**src/rtl/sum4_seq_ctrl_pkg.sv**
```systemverilog
// Shared types and sizing helpers for the sequential operand summer.
// The derived sum width is computed here so the top and adder agree.
package sum4_seq_ctrl_pkg;

    typedef enum logic [1:0] {
        S_IDLE  = 2'd0,
        S_ACCUM = 2'd1,
        S_DONE  = 2'd2
    } state_t;

    localparam int DEF_W_IN  = 4;
    localparam int DEF_N_OPS = 4;

    function automatic int calc_w_out(input int w_in, input int n_ops);
        return w_in + $clog2(n_ops);
    endfunction

endpackage

```
**src/rtl/sum4_seq_ctrl_adder.sv**
```systemverilog
// The single shared adder: accumulator plus one zero-extended operand.
// Purely combinational; the sequencer owns all state.
module seq_acc_adder
    import sum4_seq_ctrl_pkg::*;
#(
    parameter int W_IN  = DEF_W_IN,
    parameter int W_OUT = calc_w_out(DEF_W_IN, DEF_N_OPS)
) (
    input  logic [W_OUT-1:0] i_acc,
    input  logic [W_IN-1:0]  i_op,
    output logic [W_OUT-1:0] o_sum
);

    assign o_sum = i_acc + W_OUT'(i_op);

endmodule

```
**src/rtl/sum4_seq_ctrl.sv**
```systemverilog
// Sums N_OPS captured operands one per cycle through a shared adder and
// hands the result off on a valid/ready port.
module sum4_seq_ctrl
    import sum4_seq_ctrl_pkg::*;
#(
    parameter int W_IN  = DEF_W_IN,
    parameter int N_OPS = DEF_N_OPS,
    parameter int W_OUT = calc_w_out(W_IN, N_OPS)
) (
    input  logic                  clk,
    input  logic                  rst,
    input  logic                  in_valid,
    output logic                  in_ready,
    input  logic [N_OPS*W_IN-1:0] in_ops,
    output logic                  out_valid,
    input  logic                  out_ready,
    output logic [W_OUT-1:0]      out_sum,
    output logic                  busy,
    output logic [7:0]            job_cnt
);

    localparam int W_IDX = $clog2(N_OPS);
    localparam logic [W_IDX-1:0] IDX_LAST = W_IDX'(N_OPS - 1);

    if (W_OUT != calc_w_out(W_IN, N_OPS)) begin : g_bad_w_out
        $error("sum4_seq_ctrl: W_OUT must equal W_IN + clog2(N_OPS)");
    end

    state_t           r_state;
    logic [W_OUT-1:0] r_acc;
    logic [W_IDX-1:0] r_idx;
    logic [W_IN-1:0]  r_ops [N_OPS];
    logic [W_OUT-1:0] w_sum;

    seq_acc_adder #(
        .W_IN  (W_IN),
        .W_OUT (W_OUT)
    ) u_adder (
        .i_acc (r_acc),
        .i_op  (r_ops[r_idx]),
        .o_sum (w_sum)
    );

    // NOTE: the operand register is a datapath store that is always written
    // before it is read, so it carries no reset and stays a plain flop array.
    always_ff @(posedge clk) begin
        if (r_state == S_IDLE && in_valid) begin
            for (int i = 0; i < N_OPS; i++) begin
                r_ops[i] <= in_ops[i*W_IN +: W_IN];
            end
        end
    end

    // NOTE: every register in this block uses non-blocking assignment so all
    // next-state values are computed from the same pre-edge snapshot.
    always_ff @(posedge clk or posedge rst) begin
        if (rst) begin
            r_state   <= S_IDLE;
            r_acc     <= '0;
            r_idx     <= '0;
            job_cnt   <= '0;
            out_valid <= 1'b0;
            out_sum   <= '0;
            busy      <= 1'b0;
            in_ready  <= 1'b1;
        end else begin
            case (r_state)
                S_IDLE: begin
                    if (in_valid) begin
                        r_state  <= S_ACCUM;
                        r_acc    <= '0;
                        r_idx    <= '0;
                        in_ready <= 1'b0;
                        busy     <= 1'b1;
                    end
                end
                S_ACCUM: begin
                    r_acc <= w_sum;
                    r_idx <= r_idx + 1'b1;
                    // The last add lands directly in the output register.
                    if (r_idx == IDX_LAST) begin
                        r_state   <= S_DONE;
                        out_valid <= 1'b1;
                        out_sum   <= w_sum;
                    end
                end
                S_DONE: begin
                    if (out_ready) begin
                        r_state   <= S_IDLE;
                        job_cnt   <= job_cnt + 8'd1;
                        out_valid <= 1'b0;
                        busy      <= 1'b0;
                        in_ready  <= 1'b1;
                    end
                end
                default: begin
                    r_state <= S_IDLE;
                end
            endcase
        end
    end

endmodule

```
**config.mk**
```make
export PLATFORM = sky130hd
export DESIGN_NAME = sum4_seq_ctrl
export DESIGN_NICKNAME = d
export VERILOG_FILES = /design/src/rtl/sum4_seq_ctrl_pkg.sv /design/src/rtl/sum4_seq_ctrl_adder.sv /design/src/rtl/sum4_seq_ctrl.sv
export SDC_FILE = /design/constraint.sdc
export NUM_CORES = 1
export LEC_CHECK = 0
export CORE_UTILIZATION = 51
export DETAILED_ROUTE_END_ITERATION = 10
export GPL_ROUTABILITY_DRIVEN = 0
export PLACE_DENSITY = 0.79
export SYNTH_ARGS = -nofsm -noshare
export SYNTH_HDL_FRONTEND = slang
export SYNTH_HIERARCHICAL = 1
export SYNTH_SLANG_ARGS = --single-unit
```
**constraint.sdc**
```tcl
create_clock -name clk -period 2.95 [get_ports clk]
set_input_delay 0.59 -clock clk [delete_from_list [all_inputs] [get_ports clk]]
set_output_delay 0.59 -clock clk [all_outputs]
set_load 0.03 [all_outputs]
```
==> impl_metrics.csv <==
group,metric,value,unit
floorplan,pin_count,37,
global_routing,overflow,0,
placement,place_ws,0.412,ns
routing,wl_per_cell,13.8,um
global_routing,antenna_found_initial,0,
floorplan,fp.coreArea,3470,um^2
placement,placed_area,2320,um^2
timing,fmax,0.394,GHz
cts,ctsResizeCount,0,
timing,slew_viol_final,0,
floorplan,die_w,63.2,um
power,powerDensity,1080,nW/um^2
worst_setup_path,cp_slowest_cell,"mux4_2",
global_routing,grt_pass1_wl,5080,um
routing,initialDrtViolationCount,33,
global_routing,grt_max_degree,28,
cells_and_area,syn_to_final_growth,27.0,%
cells_and_area,antennaDiodeCount,0,
floorplan,die_area,3990,um^2
routing,wl,2860,um
global_routing,grtUsageTotal,0.172,
timing,period_share,0.860,
global_routing,grt_pass1_vias,1103,
hold_path,hp-class,"flip-flop to flip-flop",
worst_setup_path,arrival,2.72,ns
routing,route.detailed.drc,0,
flow_run,cap_violations,0,
synthesis,synth.distinct_cells,35,
placement,portBuffers,36,
cts,clk_pin_slew,0.07,ns
cts,clock-sinks,43,
synthesis,ys_seq_area_frac,0.606,
run_status,status,"finished, final reports clean",
synthesis,ys_warn_count,6,
worst_setup_path,cp-start-kind,"flip-flop",
worst_setup_path,endpoint_kind,"flip-flop",
routing,vias_per_cell,5.21,
timing,tightest_slew,0.367,ns
synthesis,synthCells,118,
cells_and_area,drive_above_1_share,0.248,
timing,hold_viol,0,
synthesis,syn_area_per_cell,16.2,um^2
cts,cts_setup_buffers,0,
timing,setup_viol,0,
routing,vias,1078,
worst_setup_path,path_delay_family,"multiplexers",
floorplan,start_util,0.551,
timing,post-route-min-period,2.54,ns
cells_and_area,fin_nets,187,
cells_and_area,stdcell_area,2430,um^2
power,power_leakage,0.00104,uW
cts,cts_buffers,5,
cts,cts_hold_buffers,0,
placement,dp_hpwl,2210,um
timing,rsz0062_at_grt,"no",
cts,clockBufferDepth,2,
cts,clkLatencyLatePin,0.29,ns
cts,cts_tree,"done",
worst_setup_path,worst-path-max-fanout,6,
synthesis,ys_ff_latch,43,
cts,clockRootBuffer,"clkbuf_8",
timing,final.setup.worst_slack,0.413,ns
worst_setup_path,worst-path-buf-inv,0,
timing,final.setup_skew,0.00424,ns
power,worst_ir_drop_vdd,0.444,mV
cells_and_area,final_util,0.700,
timing,final.setup.tns,0,ns
routing,ant_nets,0,
floorplan,rows,21,
cts,htreeDepth,2,
power,power,2610,uW
routing,drtPass1Iterations,2,
worst_setup_path,path_cells,"mux4_2 -> ha_1 -> fa_1 -> a21o_1 -> a21oi_2 -> xnor2_1 -> mux2_4",
worst_setup_path,slowest_delay,0.56,ns
worst_setup_path,path_class,"flip-flop to flip-flop",
synthesis,synth_nets,145,
cells_and_area,fillers,256,
cells_and_area,multiInputGateArea,716,um^2
synthesis,synth_area,1910,um^2
timing,relSlewSlack,0.755,
cells_and_area,regArea,1160,um^2
floorplan,die_h,63.2,um
worst_setup_path,crit_required,3.13,ns
[power breakdown]
part,switching [uW],leakage (uW),internal [uW],total (uW)
combinational,569,0.000507,625,1190
sequential,159,0.000483,821,980
clock,183,0.0000524,253,436
total,911,0.00104,1700,2610
[kinds of logic after synthesis]
group                      synth area share
adders and majority gates            0.0498
AOI/OAI and AO/OA                    0.0733
DFF                                   0.606
muxes                                 0.111
xor gates and xnor gates             0.0504
buffers and inverters                0.0223
and+or+nand+nor                      0.0871
[state kept, by name, summed over array words and instances, names as in the netlist]
signal and flops:
r_ops 16, out_valid 1, job_cnt 8, r_state 2, r_idx 2, busy 1
out_sum 6, r_acc 6, in_ready 1
[Yosys cell counts]
| cell type | number | area share |
|---|---|---|
| nor3_2 | 2 | 0.010 |
| nand3_1 | 4 | 0.010 |
| fa_1 | 1 | 0.010 |
| edfxtp_1 | 16 | 0.25 |
| mux2_2 | 2 | 0.012 |
| a21o_1 | 2 | 0.0079 |
| dfrtp_1 | 26 | 0.34 |
| mux2i_1 | 1 | 0.0052 |
| nand2_1 | 4 | 0.0079 |
| nor2b_4 | 1 | 0.0072 |
| nand2_8 | 1 | 0.010 |
| nand3_2 | 1 | 0.0052 |
| o21bai_2 | 1 | 0.0059 |
| or2b_2 | 1 | 0.0046 |
| nor2_1 | 2 | 0.0039 |
| o211ai_2 | 1 | 0.0065 |
| inv_1 | 4 | 0.0079 |
| xnor2_1 | 4 | 0.018 |
| a22o_2 | 7 | 0.037 |
| and4b_2 | 1 | 0.0059 |
| nand4_1 | 1 | 0.0033 |
| mux2_4 | 6 | 0.047 |
| and3_1 | 1 | 0.0033 |
| xor2_1 | 7 | 0.032 |
| a21oi_2 | 1 | 0.0046 |
| buf_6 | 2 | 0.012 |
| ha_1 | 6 | 0.039 |
| dfstp_2 | 1 | 0.014 |
| buf_2 | 1 | 0.0026 |
| nor3b_1 | 1 | 0.0039 |
| nand3b_4 | 1 | 0.010 |
| o21bai_1 | 1 | 0.0039 |
| o21ai_0 | 2 | 0.0052 |
| mux4_2 | 4 | 0.047 |
| a21oi_1 | 1 | 0.0026 |
[metrics by stage]
stage	std cells	hold WS, ns
final	207	0.467
after global routing	207	0.491
after CTS	207	0.480
after detailed placement	199	0.470
after global placement	199	0.458
after floorplan	118	0.477
[layout by cell type, fill, tap and decap left out, types with 2 or more instances in the layout]
cell type / n
nand2_1: 4
mux2_4: 6
nor2_1: 2
xor2_1: 7
dfrtp_1: 26
a22o_2: 7
clkdlybuf4s50_1: 36
nand3_1: 4
mux2_2: 2
clkbuf_1: 2
xnor2_1: 4
mux4_2: 4
clkbuf_8: 5
nor3_2: 2
o21ai_0: 2
a21o_1: 2
inv_1: 4
ha_1: 6
edfxtp_1: 16
buf_4: 2
[path summary, 6_finish.rpt]
path                            start          to  slack (ns)  cells after the start
max in group asynchronous         rst    in_ready        1.99                      3
max reg2reg                  r_idx[0]  out_sum[4]        0.41                      7
max                          r_idx[0]  out_sum[4]        0.41                      7
min                        job_cnt[7]  job_cnt[7]        0.47                      1
min in group asynchronous         rst    r_acc[1]        0.66                      3
min reg2reg                job_cnt[7]  job_cnt[7]        0.47                      1
[worst register-to-register path, stage by stage, from the launching register on]
cell     delay [ns]
dfrtp_1        0.52
mux4_2         0.56
ha_1           0.23
fa_1           0.41
a21o_1         0.21
a21oi_2        0.14
xnor2_1        0.09
mux2_4         0.27
[layer usage]
metal  share of wire  global-route usage  vias up  wire [um]
li1                -                   -      514          -
met1            0.41               0.203      525       1170
met2            0.52               0.292       32       1490
met3           0.050              0.0507        7        143
met4           0.020              0.0767        0         56
met5               0                   0        -          0
[final cells by class]
| cell class | count | area share |
|---|---|---|
| sequential | 43 | 0.477 |
| multi-input combinational | 68 | 0.295 |
| clock inverter | 1 | 0.0124 |
| timing repair buffer | 38 | 0.155 |
| inverter | 4 | 0.00619 |
| tap | 46 | 0.0237 |
| clock buffer | 7 | 0.0314 |
No activity file was read; power rests on OpenSTA's default activity.
